`src/rtl/pspin_cmd_dispatcher.sv`:
```
// Command dispatcher: round-robin arbitration of cluster commands into per-interface
// slots with per-cluster credit limiting, plus a single-stage completion return path.
package pspin_cfg_pkg;
  localparam int NUM_CLUSTERS       = 2;
  localparam int NUM_CMD_INTERFACES = 3;
  localparam int NUM_CORES          = 8;
  localparam int NUM_HPU_CMDS       = 4;

  typedef struct packed {
    logic [1:0] cluster_id;
    logic [3:0] core_id;
    logic [1:0] local_id;
  } pspin_cmd_id_t;

  typedef struct packed {
    pspin_cmd_id_t cmd_id;
    logic [1:0]    intf_id;
    logic [31:0]   descr;
  } pspin_cmd_t;

  typedef struct packed {
    pspin_cmd_id_t cmd_id;
    logic [7:0]    status;
  } pspin_cmd_resp_t;
endpackage

module pspin_cmd_dispatcher
  import pspin_cfg_pkg::*;
#(
  parameter int N_CLUSTERS   = pspin_cfg_pkg::NUM_CLUSTERS,
  parameter int N_INTF       = pspin_cfg_pkg::NUM_CMD_INTERFACES,
  parameter int MAX_INFLIGHT = pspin_cfg_pkg::NUM_CORES * pspin_cfg_pkg::NUM_HPU_CMDS
) (
  input  logic                                              clk_i,
  input  logic                                              rst_ni,
  input  logic [N_CLUSTERS-1:0]                             cmd_valid_i,
  output logic [N_CLUSTERS-1:0]                             cmd_ready_o,
  input  logic [N_CLUSTERS*$bits(pspin_cmd_t)-1:0]          cmd_i,
  output logic [N_INTF-1:0]                                 intf_valid_o,
  input  logic [N_INTF-1:0]                                 intf_ready_i,
  output logic [N_INTF*$bits(pspin_cmd_t)-1:0]              intf_cmd_o,
  input  logic [N_INTF-1:0]                                 intf_resp_valid_i,
  output logic [N_INTF-1:0]                                 intf_resp_ready_o,
  input  logic [N_INTF*$bits(pspin_cmd_resp_t)-1:0]         intf_resp_i,
  output logic [N_CLUSTERS-1:0]                             clu_resp_valid_o,
  input  logic [N_CLUSTERS-1:0]                             clu_resp_ready_i,
  output logic [$bits(pspin_cmd_resp_t)-1:0]                clu_resp_o,
  output logic [N_CLUSTERS*$clog2(MAX_INFLIGHT+1)-1:0]      inflight_o,
  output logic                                              err_bad_intf_o,
  output logic                                              err_bad_cluster_o
);
  localparam int CMD_W = $bits(pspin_cmd_t);
  localparam int RSP_W = $bits(pspin_cmd_resp_t);
  localparam int CNT_W = $clog2(MAX_INFLIGHT + 1);
  localparam int RQ_W  = (N_CLUSTERS > 1) ? $clog2(N_CLUSTERS) : 1;
  localparam int RS_W  = (N_INTF > 1) ? $clog2(N_INTF) : 1;

  function automatic int rr_idx(input int base, input int off, input int n);
    return (base + off) % n;
  endfunction

  pspin_cmd_t          cmd      [N_CLUSTERS];
  pspin_cmd_resp_t     resp_in  [N_INTF];
  logic [CNT_W-1:0]    inflight [N_CLUSTERS];
  logic [N_CLUSTERS-1:0] req_bad, req_elig, req_gnt, tgt_free, cred_inc, dlv, underflow;
  logic [N_INTF-1:0]   slot_valid, slot_free, rsp_gnt;
  logic [N_CLUSTERS-1:0] rsp_vec_reg, rsp_onehot;
  logic [RQ_W-1:0]     rr_req_reg, rr_req_next;
  logic [RS_W-1:0]     rr_rsp_reg, rr_rsp_next;
  pspin_cmd_t          gnt_cmd;
  pspin_cmd_resp_t     rsp_sel, rsp_reg;
  logic                req_any, gnt_bad, rsp_any, rsp_sel_bad, rsp_drain, rsp_free;
  logic                err_bad_intf_reg, err_bad_cluster_reg;

  assign slot_free = ~slot_valid | intf_ready_i;

  // Request side: per-cluster eligibility and credit counters.
  for (genvar gi = 0; gi < N_CLUSTERS; gi++) begin : g_clu
    logic [CNT_W-1:0] cnt_reg;
    assign cmd[gi]       = cmd_i[gi*CMD_W +: CMD_W];
    assign req_bad[gi]   = int'(cmd[gi].intf_id) >= N_INTF;
    assign req_elig[gi]  = cmd_valid_i[gi] &
                           (req_bad[gi] | ((cnt_reg < CNT_W'(MAX_INFLIGHT)) & tgt_free[gi]));
    assign cred_inc[gi]  = req_gnt[gi] & ~req_bad[gi];
    assign dlv[gi]       = rsp_vec_reg[gi] & clu_resp_ready_i[gi];
    assign underflow[gi] = dlv[gi] & (cnt_reg == '0);
    assign inflight[gi]  = cnt_reg;
    assign inflight_o[gi*CNT_W +: CNT_W] = cnt_reg;

    always_ff @(posedge clk_i or negedge rst_ni) begin
      if (!rst_ni) begin
        cnt_reg <= '0;
      end else if (cred_inc[gi] && !(dlv[gi] && !underflow[gi])) begin
        cnt_reg <= cnt_reg + 1'b1;
      end else if (!cred_inc[gi] && dlv[gi] && !underflow[gi]) begin
        cnt_reg <= cnt_reg - 1'b1;
      end
    end
  end

  always_comb begin
    for (int c = 0; c < N_CLUSTERS; c++) begin
      tgt_free[c] = 1'b0;
      for (int t = 0; t < N_INTF; t++) begin
        if (int'(cmd[c].intf_id) == t) tgt_free[c] = slot_free[t];
      end
    end
  end

  always_comb begin
    req_gnt     = '0;
    req_any     = 1'b0;
    rr_req_next = rr_req_reg;
    for (int i = 0; i < N_CLUSTERS; i++) begin
      for (int c = 0; c < N_CLUSTERS; c++) begin
        if (!req_any && c == rr_idx(int'(rr_req_reg), i, N_CLUSTERS) && req_elig[c]) begin
          req_any     = 1'b1;
          req_gnt[c]  = 1'b1;
          rr_req_next = RQ_W'(rr_idx(c, 1, N_CLUSTERS));
        end
      end
    end
    gnt_cmd = '0;
    gnt_bad = 1'b0;
    for (int c = 0; c < N_CLUSTERS; c++) begin
      if (req_gnt[c]) begin
        gnt_cmd = cmd[c];
        gnt_bad = req_bad[c];
      end
    end
  end

  assign cmd_ready_o = req_gnt;

  // Per-interface slots; a drain and a reload may coincide.
  for (genvar gi = 0; gi < N_INTF; gi++) begin : g_slot
    pspin_cmd_t slot_cmd_reg;
    logic       slot_valid_reg;
    logic       load;
    assign load = req_any & ~gnt_bad & (int'(gnt_cmd.intf_id) == gi);
    assign slot_valid[gi]   = slot_valid_reg;
    assign intf_valid_o[gi] = slot_valid_reg;
    assign intf_cmd_o[gi*CMD_W +: CMD_W] = slot_cmd_reg;
    assign resp_in[gi] = intf_resp_i[gi*RSP_W +: RSP_W];

    always_ff @(posedge clk_i or negedge rst_ni) begin
      if (!rst_ni) begin
        slot_valid_reg <= 1'b0;
        slot_cmd_reg   <= '0;
      end else if (load) begin
        slot_valid_reg <= 1'b1;
        slot_cmd_reg   <= gnt_cmd;
      end else if (intf_ready_i[gi]) begin
        slot_valid_reg <= 1'b0;
      end
    end
  end

  // Response stage: only accepts when empty or draining, so a stalled cluster blocks all.
  assign rsp_drain = |(rsp_vec_reg & clu_resp_ready_i);
  assign rsp_free  = ~(|rsp_vec_reg) | rsp_drain;

  always_comb begin
    rsp_gnt     = '0;
    rsp_any     = 1'b0;
    rr_rsp_next = rr_rsp_reg;
    rsp_sel     = '0;
    for (int i = 0; i < N_INTF; i++) begin
      for (int t = 0; t < N_INTF; t++) begin
        if (rsp_free && !rsp_any && t == rr_idx(int'(rr_rsp_reg), i, N_INTF) &&
            intf_resp_valid_i[t]) begin
          rsp_any     = 1'b1;
          rsp_gnt[t]  = 1'b1;
          rsp_sel     = resp_in[t];
          rr_rsp_next = RS_W'(rr_idx(t, 1, N_INTF));
        end
      end
    end
    rsp_sel_bad = int'(rsp_sel.cmd_id.cluster_id) >= N_CLUSTERS;
    rsp_onehot  = '0;
    for (int c = 0; c < N_CLUSTERS; c++) begin
      if (int'(rsp_sel.cmd_id.cluster_id) == c) rsp_onehot[c] = 1'b1;
    end
  end

  assign intf_resp_ready_o = rsp_gnt;
  assign clu_resp_valid_o  = rsp_vec_reg;
  assign clu_resp_o        = rsp_reg;
  assign err_bad_intf_o    = err_bad_intf_reg;
  assign err_bad_cluster_o = err_bad_cluster_reg;

  always_ff @(posedge clk_i or negedge rst_ni) begin
    if (!rst_ni) begin
      rr_req_reg          <= '0;
      rr_rsp_reg          <= '0;
      rsp_vec_reg         <= '0;
      rsp_reg             <= '0;
      err_bad_intf_reg    <= 1'b0;
      err_bad_cluster_reg <= 1'b0;
    end else begin
      rr_req_reg          <= rr_req_next;
      rr_rsp_reg          <= rr_rsp_next;
      err_bad_intf_reg    <= req_any & gnt_bad;
      err_bad_cluster_reg <= (rsp_any & rsp_sel_bad) | (|underflow);
      if (rsp_any && !rsp_sel_bad) begin
        rsp_vec_reg <= rsp_onehot;
        rsp_reg     <= rsp_sel;
      end else if (rsp_drain) begin
        rsp_vec_reg <= '0;
      end
    end
  end
endmodule

```
`config.mk`:
```
export PLATFORM = sky130hd
export DESIGN_NAME = pspin_cmd_dispatcher
export DESIGN_NICKNAME = d
export VERILOG_FILES = /design/src/rtl/pspin_cmd_dispatcher.sv
export SDC_FILE = /design/constraint.sdc
export NUM_CORES = 1
export LEC_CHECK = 0
export CAP_MARGIN = 20
export CORE_UTILIZATION = 48
export CTS_CLUSTER_DIAMETER = 50
export DETAILED_ROUTE_END_ITERATION = 7
export PLACE_DENSITY = 0.91
export SLEW_MARGIN = 5
export SYNTH_ARGS = -nofsm -noshare
export SYNTH_HDL_FRONTEND = slang
export SYNTH_SLANG_ARGS = --single-unit
```
`constraint.sdc`:
```
create_clock -name clk_i -period 6.8 [get_ports clk_i]
set_clock_uncertainty 0.15 [all_clocks]
set_input_delay 1.36 -clock clk_i [delete_from_list [all_inputs] [get_ports clk_i]]
set_output_delay 1.36 -clock clk_i [all_outputs]
set_load 0.05 [all_outputs]
```
## Word-level counts from Yosys, hierarchy flattened

Cells that the tools add are included.

- Add/sub/neg operators: 7
- Divide/modulo/power cells: 3
- Order comparisons: 5
- Eq/ne operators: 14
- Mux-type cells: 70
- Bitwise logic cells: 28
- Reductions and logical operators: 82

Operators by type and width:

| cell | count |
|---|---|
| 32-bit logical NOT | 5 |
| 16-bit two-way mux | 9 |
| 2-bit by 32-bit == test with 1-bit output (first input constant) | 3 |
| 3-bit by 32-bit == test with 1-bit output (first input constant) | 3 |
| 42-bit two-way mux | 2 |
| 32-bit by 3-bit modulo with 32-bit output (second input constant) | 2 |
| 1-bit two-way mux | 44 |
| 1-bit logical AND | 42 |
| 3-bit by 3-bit modulo with 32-bit output (second input constant) | 1 |
| 6-bit two-way mux | 4 |
| 2-bit two-way mux | 11 |
| 1-bit logical NOT | 18 |
| 1-bit bitwise AND | 16 |
| 2-bit == test (second input constant) | 7 |
| 6-bit by 1-bit adder with 6-bit output (second input constant) | 2 |
| 6-bit logical NOT | 2 |
| 6-bit < comparator (second input constant) | 2 |
| 2-bit nonzero test | 6 |
| 6-bit by 1-bit subtractor with 6-bit output (second input constant) | 2 |
| 9-bit nonzero test | 1 |
| 2-bit logical NOT | 4 |
| 2-bit greater-or-equal comparator (second input constant) | 3 |
| 2-bit OR reduction | 3 |
| 1-bit NOT | 4 |
| other kinds (10) | 13 |

- Register bits after elaboration: 164
- Input port bits: 144

## Longest topological paths before layout

- Word-level depth: 50
- Gate-level depth with buffers: 13
- Gate-level depth less buffers: 12

## Worst setup path before layout

OpenSTA, ideal clock, no wires.

- Kind: input to output
- Start point: input port intf_resp_valid_i[1]
- End point: output port intf_resp_ready_o[0]
- Arrival time: 3075 ps
- Data required time: 5290 ps
- Path slack: 2215 ps
- Stages on the path: 6
- Buffers on the path: 3
- Path through: clkbuf_1 -> and2_2 -> o41ai_1 -> and2_1 -> clkbuf_1 -> clkbuf_1

- Cells in the longest elaborated chain, start to end: 27
- Elaborated cells on any way between the ends: 28

RTL lines:

| element | RTL line | RTL |
|---|---|---|
| start, declared | 42 | `input logic [N_INTF-1:0] intf_resp_valid_i,` |
| 1-bit logical AND | 170 | `if (rsp_free && !rsp_any && t == rr_idx(int'(rr_rsp_reg), i, N_INTF) &&` |
| 1-bit two-way mux | 170 |  |
| 1-bit logical NOT | 170 |  |
| 1-bit logical AND (3 in series) | 170 |  |
| 1-bit two-way mux | 170 |  |
| 1-bit logical NOT | 170 |  |
| 1-bit logical AND (3 in series) | 170 |  |
| 1-bit two-way mux | 170 |  |
| 1-bit logical NOT | 170 |  |
| 1-bit logical AND (3 in series) | 170 |  |
| 1-bit two-way mux | 170 |  |
| 1-bit logical NOT | 170 |  |
| 1-bit logical AND (3 in series) | 170 |  |
| 1-bit two-way mux | 170 |  |
| 1-bit logical NOT | 170 |  |
| 1-bit logical AND (3 in series) | 170 |  |
| 1-bit two-way mux * | 170 |  |
| end, declared | 43 | `output logic [N_INTF-1:0] intf_resp_ready_o,` |

Every way passes the cells marked *; elsewhere a longest branch is shown, timed or not.

## Final worst setup path

Same ends and word-level chain as after synthesis.

==> flow_metrics.tcl <==
set metrics [dict create \
    outcome "finished clean" \
    min_period_over_period_pct 79.4 \
    detailed_routed_wire_length_on_met2_mm 11.6 \
    final_layout_size_suffix_gt1_share_pct 18.4 \
    cp_slowest_stage_delay_ns 0.82 \
    place_congestion 0.884 \
    netlist-cell-type-count 57 \
    routed_wirelength_mm 23.2 \
    fp.dieH_um 131 \
    grt_pass1_wl_mm 34.9 \
    synth_area_per_cell_um2 12.0 \
    floorplan.rows 46 \
    ff2ff_path_depth 10 \
    routed.top_layer "met4" \
    gr-usage-all-layers_pct 27.6 \
    timing.hold.worst_path_depth 1 \
    power.density_cell_area_mw_per_mm2 580 \
    setup_tns_ns 0 \
    flow.area_growth_from_synthesis_pct 49.4 \
    routedWlPerCell_um 19.4 \
    postCtsHoldBufs 0 \
    critical_path.endpoint_type "output port" \
    grt_max_degree 106 \
    cts.reportedPaths.clkPinSlew_ns 0.07 \
    grt_antenna_before_repair 0 \
    postSynth.asyncResetShare_pct 100 \
    worst-setup-path-type "in2out" \
    vdd_drop_max_mv 0.337 \
    required_ns 5.29 \
    fp.dieArea_mm2 0.0171 \
    critical_path_peak_fanout 15 \
    numCtsBuffers 17 \
    crit_top_cell "clkdlybuf4s50_1" \
    ys.flop_type "dfrtp_1" \
    syn_area_mm2 0.00794 \
    cell_types_occupying_the_most_area_after_synthesis "dfrtp_1 52%, mux2_2 17%, mux2i_1 7.2%" \
    worst_pin_slew_ns 0.987 \
    switching_share_pct 48.7 \
    synth_sequential_area_ratio_pct 51.7 \
    antennaDiodeCount 0 \
    post-route-util_pct 74.1 \
    slowest_stage "clkdlybuf4s50_1" \
    critical_path_buf_inv_count 3 \
    initial_utilization_pct 49.6 \
    port-buffer-count 309 \
    synth_enable_flop_cells 0 \
    clock_tree.htree_level_count 4 \
    final_antenna_net_count 0 \
    post-route-drc-count 0 \
    finalWorstPathRequiredPeriod_ns 5.40 \
    final_nets 1122 \
    hold_viol 0 \
    vias_per_cell 5.34 \
    numClockSinks 164 \
    layout.area.seq_mm2 0.00410 \
    yosys.area.top_type_share_pct 51.7 \
    synthMostInstantiatedCell "dfrtp_1" \
    slew_headroom_pct 34.0 \
    critical_path_arrival_ns 3.89 \
    grt-ovfl-total 0 \
    die_x_um 131 \
    synth_top_cells_by_count "164 x dfrtp_1, 123 x mux2_2, 66 x inv_1, 57 x mux2i_1, 53 x nand2_1" \
    max_freq_mhz 185 \
    grt_pass1_vias 6494 \
    place.detailed.hpwl_mm 17.0 \
    synth_seq_cells 164 \
    multiInputGateArea_mm2 0.00346 \
    crit_family "buffers and inverters" \
    crit_cells 6 \
    cts_setup_buffers 0 \
    crit_path_cell_trace "clkdlybuf4s50_1 -> and2_2 -> o41ai_1 -> and2_1 -> buf_4 -> clkdlybuf4s50_1" \
    worst_skew_pair.late_latency_ns 0.42 \
    core_area_mm2 0.0160 \
    tritoncts "yes" \
    cellLeakagePower_nw 5.26 \
    final-max-slew-violation-count 0 \
    met3WireLength_mm 1.98 \
    p_int_w 0.00353 \
    clk_root_buffer_cell "clkbuf_16" \
    switching_power_w 0.00335 \
    synth.yosys.warnings 0 \
    reg_power_share_pct 25.2 \
    max_cap_viol_count 0 \
    setup_viol 0 \
    io-pin-count 310 \
    fillerInstances 1093 \
    share_comb_of_total_power_pct 60.5 \
    hp_class "reg2reg" \
    drt_first_pass_iters 7 \
    vias 6380 \
    yosysTopAreaCell "dfrtp_1" \
    max_clock_buf_depth 2 \
    syn_nets 819 \
    critPathLaunchType "input pin" \
    first_iter_violations 266 \
    largest_register_ffs 126 \
    cts.repair.resized 0 \
    rsz0062_at_grt "false" \
    met1_length_mm 8.77 \
    share_clk_of_total_power_pct 14.3 \
    syn_inst 663 \
]
[final cells by class]
class / count / area share [%]
clock buffer: 18 / 3.70
clock inverter: 14 / 1.40
inverter: 66 / 2.09
multi-input combinational: 399 / 29.2
sequential: 164 / 34.6
tap: 216 / 2.28
timing repair buffer: 318 / 26.8
[stage by stage]
step	power, W	instance area, um^2	hold slack (ns)	cells	setup slack [ns]
floorplan	0.00447	7940	0.330	663	2.22
global placement	0.00581	11200	0.301	1162	0.915
detailed placement	0.00590	11200	0.302	1162	0.829
CTS	0.00691	11800	0.328	1194	0.818
global route	0.00718	11900	0.342	1195	1.34
finish	0.00688	11900	0.325	1195	1.40
[worst register-to-register path, cell delays in order, from the launching register on]
cell and delay, ns:
dfrtp_1 0.45, or4_1 0.61, o311ai_0 0.64, and4_1 0.34, inv_1 0.13, ha_1 0.35
nor2b_1 0.17, o21ai_0 0.10, a21oi_1 0.17, mux2i_1 0.23, xnor2_1 0.14
[worst paths after layout]
kind / start / slack [ns] / end
max in group asynchronous: rst_ni / 4.22 / intf_cmd_o[89]
min reg2reg: intf_cmd_o[117] / 0.33 / intf_cmd_o[117]
max: intf_resp_valid_i[1] / 1.40 / intf_resp_ready_o[0]
min: intf_cmd_o[117] / 0.33 / intf_cmd_o[117]
min in group asynchronous: rst_ni / 0.90 / intf_cmd_o[123]
max reg2reg: g_clu[0].cnt_reg[5] / 3.25 / g_clu[0].cnt_reg[5]
[power by group through the flow]
stage | Sequential, W | Clock (W) | Combinational [W]
after detailed placement | 0.00174 | 0 | 0.00416
after floorplan | 0.00324 | 0 | 0.00124
after CTS | 0.00173 | 0.00101 | 0.00418
after global routing | 0.00179 | 0.00104 | 0.00435
after global placement | 0.00171 | 0 | 0.00410
final | 0.00173 | 0.000986 | 0.00416
[metal layers]
layer | track usage (%) | up-vias
li1 | - | 2912
met1 | 30.5 | 3127
met2 | 48.3 | 292
met3 | 8.43 | 49
met4 | 13.2 | 0
met5 | 0 | -
[cell usage in the layout (no fill, tap or decap), types with 5 or more instances in the layout]
cell	netlist	final
mux2_2	123	123
clkdlybuf4s50_1	0	308
clkbuf_16	0	17
mux2_1	5	5
buf_4	3	8
and2_1	7	7
nand2b_1	7	7
mux2i_1	57	57
a21oi_1	11	11
o2111ai_1	5	5
o21ai_0	9	9
inv_1	66	66
a222oi_1	14	14
dfrtp_1	164	164
nor2_1	26	26
nand2_1	53	53
xnor2_1	8	8
ha_1	10	10
nor2b_1	6	6
[cell families after synthesis]
group	after synthesis	synth area share (%)
xor+xnor	10	1.10
flops	164	51.7
simple gates	126	7.80
compound gates	66	6.67
buf+inv	100	5.30
fa+ha+maj	12	2.08
mux	185	25.3
Power figures use the tool's default switching activity.
